==> config.mk <==
export PLATFORM = sky130hd
export DESIGN_NAME = ext_sram_arbiter
export DESIGN_NICKNAME = d
export VERILOG_FILES = /design/src/rtl/ext_sram_arbiter.sv
export SDC_FILE = /design/constraint.sdc
export NUM_CORES = 1
export LEC_CHECK = 0
export ABC_CLOCK_PERIOD_IN_PS = 2400
export BUFFER_PORTS_ARGS = -buffer_cell sky130_fd_sc_hd__buf_2
export CAP_MARGIN = 0
export CORE_UTILIZATION = 45
export CTS_CLUSTER_DIAMETER = 200
export DETAILED_ROUTE_END_ITERATION = 12
export PLACE_DENSITY = 0.84
export SYNTH_ARGS = -nofsm -noshare
export SYNTH_HDL_FRONTEND = slang
export SYNTH_SLANG_ARGS = --single-unit
==> constraint.sdc <==
create_clock -name clk -period 2.4 [get_ports clk]
set_clock_uncertainty 0.1 [all_clocks]
set_input_delay 0.48 -clock clk [delete_from_list [all_inputs] [get_ports clk]]
set_output_delay 0.48 -clock clk [all_outputs]
set_load 0.1 [all_outputs]
==> src/rtl/ext_sram_arbiter.sv <==
// rtl/ext_sram_arbiter.sv - external SRAM bus arbiter: CPU port plus round-robin read requesters
`timescale 1ns/1ps
module ext_sram_arbiter #(
  parameter int         ADDR_W      = 16,
  parameter int         EXT_AW      = 17,
  parameter int         DATA_W      = 8,
  parameter int         NUM_RD      = 2,
  parameter int         WAIT_STATES = 1,
  parameter int         PAGE_BITS   = 3,
  parameter logic [2:0] WIN_BASE    = 3'b110
) (
  input  logic                     clk,
  input  logic                     rst,
  input  logic                     cpu_cs,
  input  logic                     cpu_rw,
  input  logic [ADDR_W-1:0]        cpu_ad,
  input  logic [DATA_W-1:0]        cpu_do,
  output logic [DATA_W-1:0]        cpu_di,
  output logic                     cpu_hold,
  input  logic                     page_en,
  input  logic [PAGE_BITS-1:0]     page,
  input  logic                     page_wp,
  output logic                     wp_err,
  input  logic [NUM_RD-1:0]        rd_req,
  input  logic [NUM_RD*EXT_AW-1:0] rd_addr,
  output logic [NUM_RD-1:0]        rd_ack,
  output logic [DATA_W-1:0]        rd_data,
  output logic [EXT_AW-1:0]        sram_ad,
  input  logic [DATA_W-1:0]        sram_dq_i,
  output logic [DATA_W-1:0]        sram_dq_o,
  output logic                     sram_dq_oe,
  output logic                     sram_cs,
  output logic                     sram_oe_n,
  output logic                     sram_we_n
);

  localparam int IDX_W = (NUM_RD > 1) ? $clog2(NUM_RD) : 1;
  localparam int MAP_W = 1 + PAGE_BITS + ADDR_W - 3;

  typedef enum logic [1:0] {S_IDLE, S_ACCESS, S_DONE} state_t;

  state_t             r_state;
  logic [2:0]         r_wait_cnt;
  logic [IDX_W-1:0]   r_rr;
  logic [IDX_W-1:0]   r_sel;
  logic               r_cpu_gnt;
  logic               r_is_rd;
  logic               r_prot;
  logic [EXT_AW-1:0]  r_sram_ad;
  logic [DATA_W-1:0]  r_sram_dq_o;
  logic               r_sram_dq_oe;
  logic               r_sram_cs;
  logic               r_sram_oe_n;
  logic               r_sram_we_n;
  logic [DATA_W-1:0]  r_cpu_di;
  logic [DATA_W-1:0]  r_rd_data;
  logic [NUM_RD-1:0]  r_rd_ack;
  logic               r_wp_err;

  logic               w_in_win;
  logic               w_prot;
  logic [MAP_W-1:0]   w_map_ad;
  logic [EXT_AW-1:0]  w_cpu_ad;
  logic               w_rd_any;
  logic [IDX_W-1:0]   w_rd_sel;
  logic [IDX_W-1:0]   w_rr_next;
  logic [EXT_AW-1:0]  w_rd_ad;

  // CPU address translation: the top-of-space window is redirected into the paged upper half
  assign w_in_win = page_en && (cpu_ad[ADDR_W-1 -: 3] == WIN_BASE);
  assign w_map_ad = {1'b1, page, cpu_ad[ADDR_W-4:0]};
  assign w_cpu_ad = w_in_win ? EXT_AW'(w_map_ad) : EXT_AW'(cpu_ad);
  assign w_prot   = !cpu_rw && w_in_win && page_wp;

  // Round-robin pick: first requester at or above the pointer, else first below it
  always_comb begin
    w_rd_any = 1'b0;
    w_rd_sel = '0;
    w_rd_ad  = '0;
    for (int i = 0; i < NUM_RD; i++) begin
      if (!w_rd_any && rd_req[i] && (i >= int'(r_rr))) begin
        w_rd_any = 1'b1;
        w_rd_sel = IDX_W'(i);
        w_rd_ad  = rd_addr[i*EXT_AW +: EXT_AW];
      end
    end
    for (int i = 0; i < NUM_RD; i++) begin
      if (!w_rd_any && rd_req[i] && (i < int'(r_rr))) begin
        w_rd_any = 1'b1;
        w_rd_sel = IDX_W'(i);
        w_rd_ad  = rd_addr[i*EXT_AW +: EXT_AW];
      end
    end
  end

  assign w_rr_next = (w_rd_sel == IDX_W'(NUM_RD - 1)) ? '0 : w_rd_sel + 1'b1;

  // Access sequencer: grant in IDLE, hold strobes for WAIT_STATES+1 cycles, one DONE cycle
  always_ff @(posedge clk or posedge rst) begin
    if (rst) begin
      r_state      <= S_IDLE;
      r_wait_cnt   <= '0;
      r_rr         <= '0;
      r_sel        <= '0;
      r_cpu_gnt    <= 1'b0;
      r_is_rd      <= 1'b0;
      r_prot       <= 1'b0;
      r_sram_ad    <= '0;
      r_sram_dq_o  <= '0;
      r_sram_dq_oe <= 1'b0;
      r_sram_cs    <= 1'b0;
      r_sram_oe_n  <= 1'b1;
      r_sram_we_n  <= 1'b1;
      r_cpu_di     <= '0;
      r_rd_data    <= '0;
      r_rd_ack     <= '0;
      r_wp_err     <= 1'b0;
    end else begin
      case (r_state)
        S_IDLE: begin
          r_rd_ack <= '0;
          r_wp_err <= 1'b0;
          if (w_rd_any) begin
            r_state     <= S_ACCESS;
            r_wait_cnt  <= '0;
            r_sel       <= w_rd_sel;
            r_rr        <= w_rr_next;
            r_cpu_gnt   <= 1'b0;
            r_is_rd     <= 1'b1;
            r_prot      <= 1'b0;
            r_sram_ad   <= w_rd_ad;
            r_sram_cs   <= 1'b1;
            r_sram_oe_n <= 1'b0;
          end else if (cpu_cs) begin
            r_state      <= S_ACCESS;
            r_wait_cnt   <= '0;
            r_cpu_gnt    <= 1'b1;
            r_is_rd      <= cpu_rw;
            r_prot       <= w_prot;
            r_sram_ad    <= w_cpu_ad;
            r_sram_cs    <= 1'b1;
            r_sram_oe_n  <= !cpu_rw;
            // a protected write still runs its cycles but never strobes or drives the bus
            r_sram_we_n  <= cpu_rw || w_prot;
            r_sram_dq_oe <= !cpu_rw && !w_prot;
            if (!cpu_rw) begin
              r_sram_dq_o <= cpu_do;
            end
          end
        end
        S_ACCESS: begin
          if (r_wait_cnt == 3'(WAIT_STATES)) begin
            r_state     <= S_DONE;
            r_sram_oe_n <= 1'b1;
            r_sram_we_n <= 1'b1;
            if (r_is_rd) begin
              if (r_cpu_gnt) begin
                r_cpu_di <= sram_dq_i;
              end else begin
                r_rd_data <= sram_dq_i;
              end
            end
            if (!r_cpu_gnt) begin
              r_rd_ack <= NUM_RD'(1) << r_sel;
            end
            r_wp_err <= r_prot;
          end else begin
            r_wait_cnt <= r_wait_cnt + 3'd1;
          end
        end
        S_DONE: begin
          r_state      <= S_IDLE;
          r_rd_ack     <= '0;
          r_wp_err     <= 1'b0;
          r_sram_cs    <= 1'b0;
          r_sram_dq_oe <= 1'b0;
        end
        default: begin
          r_state <= S_IDLE;
        end
      endcase
    end
  end

  assign cpu_hold   = !rst && cpu_cs && !((r_state == S_DONE) && r_cpu_gnt);
  assign cpu_di     = r_cpu_di;
  assign wp_err     = r_wp_err;
  assign rd_ack     = r_rd_ack;
  assign rd_data    = r_rd_data;
  assign sram_ad    = r_sram_ad;
  assign sram_dq_o  = r_sram_dq_o;
  assign sram_dq_oe = r_sram_dq_oe;
  assign sram_cs    = r_sram_cs;
  assign sram_oe_n  = r_sram_oe_n;
  assign sram_we_n  = r_sram_we_n;

endmodule
==> results.json <==
{
  "status": "finished clean",
  "ys_seq_elements": 58,
  "drive_gt1_frac": 0.4894,
  "finalSetupTns_ns": 0,
  "worst_slew_pin_slew_ns": 0.6522,
  "fin_crit_ns": 2.235,
  "holdWs_ns": 0.1324,
  "grt_pass1_wl_mm": 10.89,
  "synth_cell_types": 38,
  "dp.cells": 432,
  "num_antenna_cells": 0,
  "avgSynthCellArea_um2": 10.94,
  "route.detailed.drc": 0,
  "syn_to_final_growth_pct": 34.80,
  "synth_top_area_share": 0.5361,
  "drtAntennaViolNets": 0,
  "fmax_ghz": 0.4475,
  "synth_top_cell_by_area": "dfrtp_1",
  "cp.arrival_ns": 1.65,
  "syn_nets": 318,
  "grt_max_degree": 31,
  "layout.nets": 450,
  "rows": 27,
  "drtPass1Iterations": 4,
  "num_vias": 2364,
  "finalHoldViolations": 0,
  "cts_tree": "done",
  "clkSinkCount": 58,
  "cap_violations": 0,
  "finalSetupViolations": 0,
  "rsz0062_at_grt": "false",
  "ys_warn_count": 0,
  "via_per_inst": 5.277,
  "synth_area_mm2": 0.002614,
  "chipWidth_um": 78.21,
  "stdcell_count": 448,
  "worstPathMaxFanout": 9,
  "synth_area_leaders": "dfrtp_1 54%, mux2_2 10%, o21ai_0 4.2%",
  "fin_crit_sh": 0.9312,
  "gp_congestion": 0.8412,
  "ios": 126,
  "drt_iter0_markers": 153,
  "fill_cells": 468,
  "cts.clk_slew.worst_paths_ns": 0.07,
  "antenna_found_initial": 0,
  "worst_setup_path_start_kind": "flop",
  "dieArea_mm2": 0.006117,
  "cts_buffers": 9,
  "grt_usage": 0.2320,
  "dieHeight_um": 78.21,
  "wire_per_inst_um": 14.55,
  "reg2reg_slack_ns": 0.44,
  "grt_pass1_vias": 2396,
  "ys_seq_area_frac": 0.5562,
  "clk_latency_ns": 0.33,
  "clockRootBuffer": "clkbuf_8",
  "maxSlewViolCount": 0,
  "initial_core_util": 0.4718,
  "io_buffers": 125,
  "reg2reg_depth": 4,
  "dp.final_hpwl_mm": 4.967,
  "critPathKind": "flop to output port",
  "postSynthCellCount": 239,
  "clk_path_buf_depth": 2,
  "wl_mm": 6.519,
  "worst_ep_required_time_ns": 1.82,
  "fp.coreArea_mm2": 0.005540,
  "grt_remaining_overflow": 0,
  "cp-end-kind": "output port",
  "h-tree-depth": 3,
  "min_path_type": "input port to asynchronous set/reset pin",
  "slew_headroom": 0.5613
}
registers in the layout (all words and copies together), names as in the netlist:
| register | cells |
|---|---|
| cpu_di | 8 |
| r_cpu_gnt | 1 |
| r_is_rd | 1 |
| r_prot | 1 |
| r_rr | 1 |
| r_sel | 1 |
| r_state | 2 |
| r_wait_cnt | 3 |
| rd_ack | 2 |
| rd_data | 8 |
| sram_ad | 17 |
| sram_cs | 1 |
| sram_dq_o | 8 |
| sram_dq_oe | 1 |
| sram_oe_n | 1 |
| sram_we_n | 1 |
| wp_err | 1 |
worst max-delay path: stages, from the launching register on:
cell and delay [ns]:
dfrtp_1 0.52, inv_2 0.15, a311oi_4 0.27, clkbuf_4 0.38
through the flow:
step                utilization  cell area, um2  setup WS (ns)
floorplan                     -            2631         0.3630
global placement         0.6030            3341         0.4638
detailed placement       0.6030            3341         0.4256
CTS                      0.6355            3521        0.06093
global route             0.6360            3523        0.06819
finish                   0.6360            3523         0.1652
final timing paths:
kind                                   from      endpoint
min in group clk                  cpu_do[0]  sram_dq_o[0]
worst max register to register   r_state[0]    rd_data[6]
worst max-delay path             r_state[0]      cpu_hold
max in group asynchronous               rst   sram_ad[10]
worst min-delay path                    rst    r_state[1]
worst min register to register  sram_ad[12]   sram_ad[12]
placed cells by master, fill, tap and decap left out, types with 2 or more instances in the layout:
cell	Yosys	routed
inv_2	1	2
mux2i_1	4	4
and2_1	2	2
clkbuf_8	0	10
dfrtp_1	56	56
ha_1	2	2
nor3_1	6	5
or2_2	2	2
a21oi_1	16	16
nand3_1	4	4
a211oi_1	3	3
nor2b_1	3	3
o21ai_0	22	21
o22ai_1	13	13
dfstp_2	2	2
a31oi_1	4	4
nand2_1	23	23
clkinvlp_4	0	2
clkinv_4	0	2
clkinv_2	0	2
buf_4	2	6
nor3_2	1	2
buf_2	3	124
nor2_1	19	19
o31ai_1	2	2
mux2_2	24	24
nand2b_1	3	3
inv_1	5	4
area by class of cell:
class	count	area, um2	area share
flip-flops and latches	58	1454	0.4126
well taps	72	90.09	0.02557
clock buffers	10	137.6	0.03906
repair buffers	131	673.1	0.1911
inverters	6	22.52	0.006392
clock inverters	6	42.54	0.01207
multi-input cells	165	1104	0.3132
cells by family after synthesis:
group | after synthesis | synth area share
adder cells (fa/ha/maj) | 2 | 0.009572
AO/OA/AOI/OAI | 66 | 0.1470
multiplexers | 28 | 0.1187
buffers and inverters | 16 | 0.03015
AND/OR/NAND/NOR | 69 | 0.1383
flip-flops | 58 | 0.5562
cell usage after synthesis:
master / number
dfrtp_1: 56
mux2_2: 24
nand2_1: 23
o21ai_0: 22
nor2_1: 19
a21oi_1: 16
o22ai_1: 13
nor3_1: 6
inv_1: 5
a31oi_1: 4
clkbuf_1: 4
mux2i_1: 4
nand3_1: 4
a211oi_1: 3
buf_2: 3
nand2b_1: 3
nor2b_1: 3
and2_1: 2
buf_4: 2
dfstp_2: 2
ha_1: 2
o31ai_1: 2
or2_2: 2
a21boi_0: 1
a221oi_1: 1
a22oi_1: 1
a311oi_1: 1
a32o_1: 1
and4b_1: 1
buf_6: 1
inv_2: 1
nand2_2: 1
nand3_4: 1
nand3b_4: 1
nor3_2: 1
nor4_1: 1
nor4_4: 1
o21a_1: 1
repair_timing:
item	CTS	global route
setup endpoints to repair	0	1
setup buffers	0	0
gates resized for setup	0	1
hold buffers	0	0
metal layers:
metal | wire length, um | share of wire | GRT usage | vias to the layer above
li1 | - | - | - | 1125
met1 | 2714 | 0.42 | 0.2724 | 1145
met4 | 94 | 0.014 | 0.1037 | 0
met2 | 3382 | 0.52 | 0.3974 | 83
met5 | 0 | 0 | 0 | -
met3 | 327 | 0.050 | 0.06163 | 11
Power is left out: the tool's default activity adds up to more than one toggle a clock period on the data nets, which glitch-free logic cannot reach.
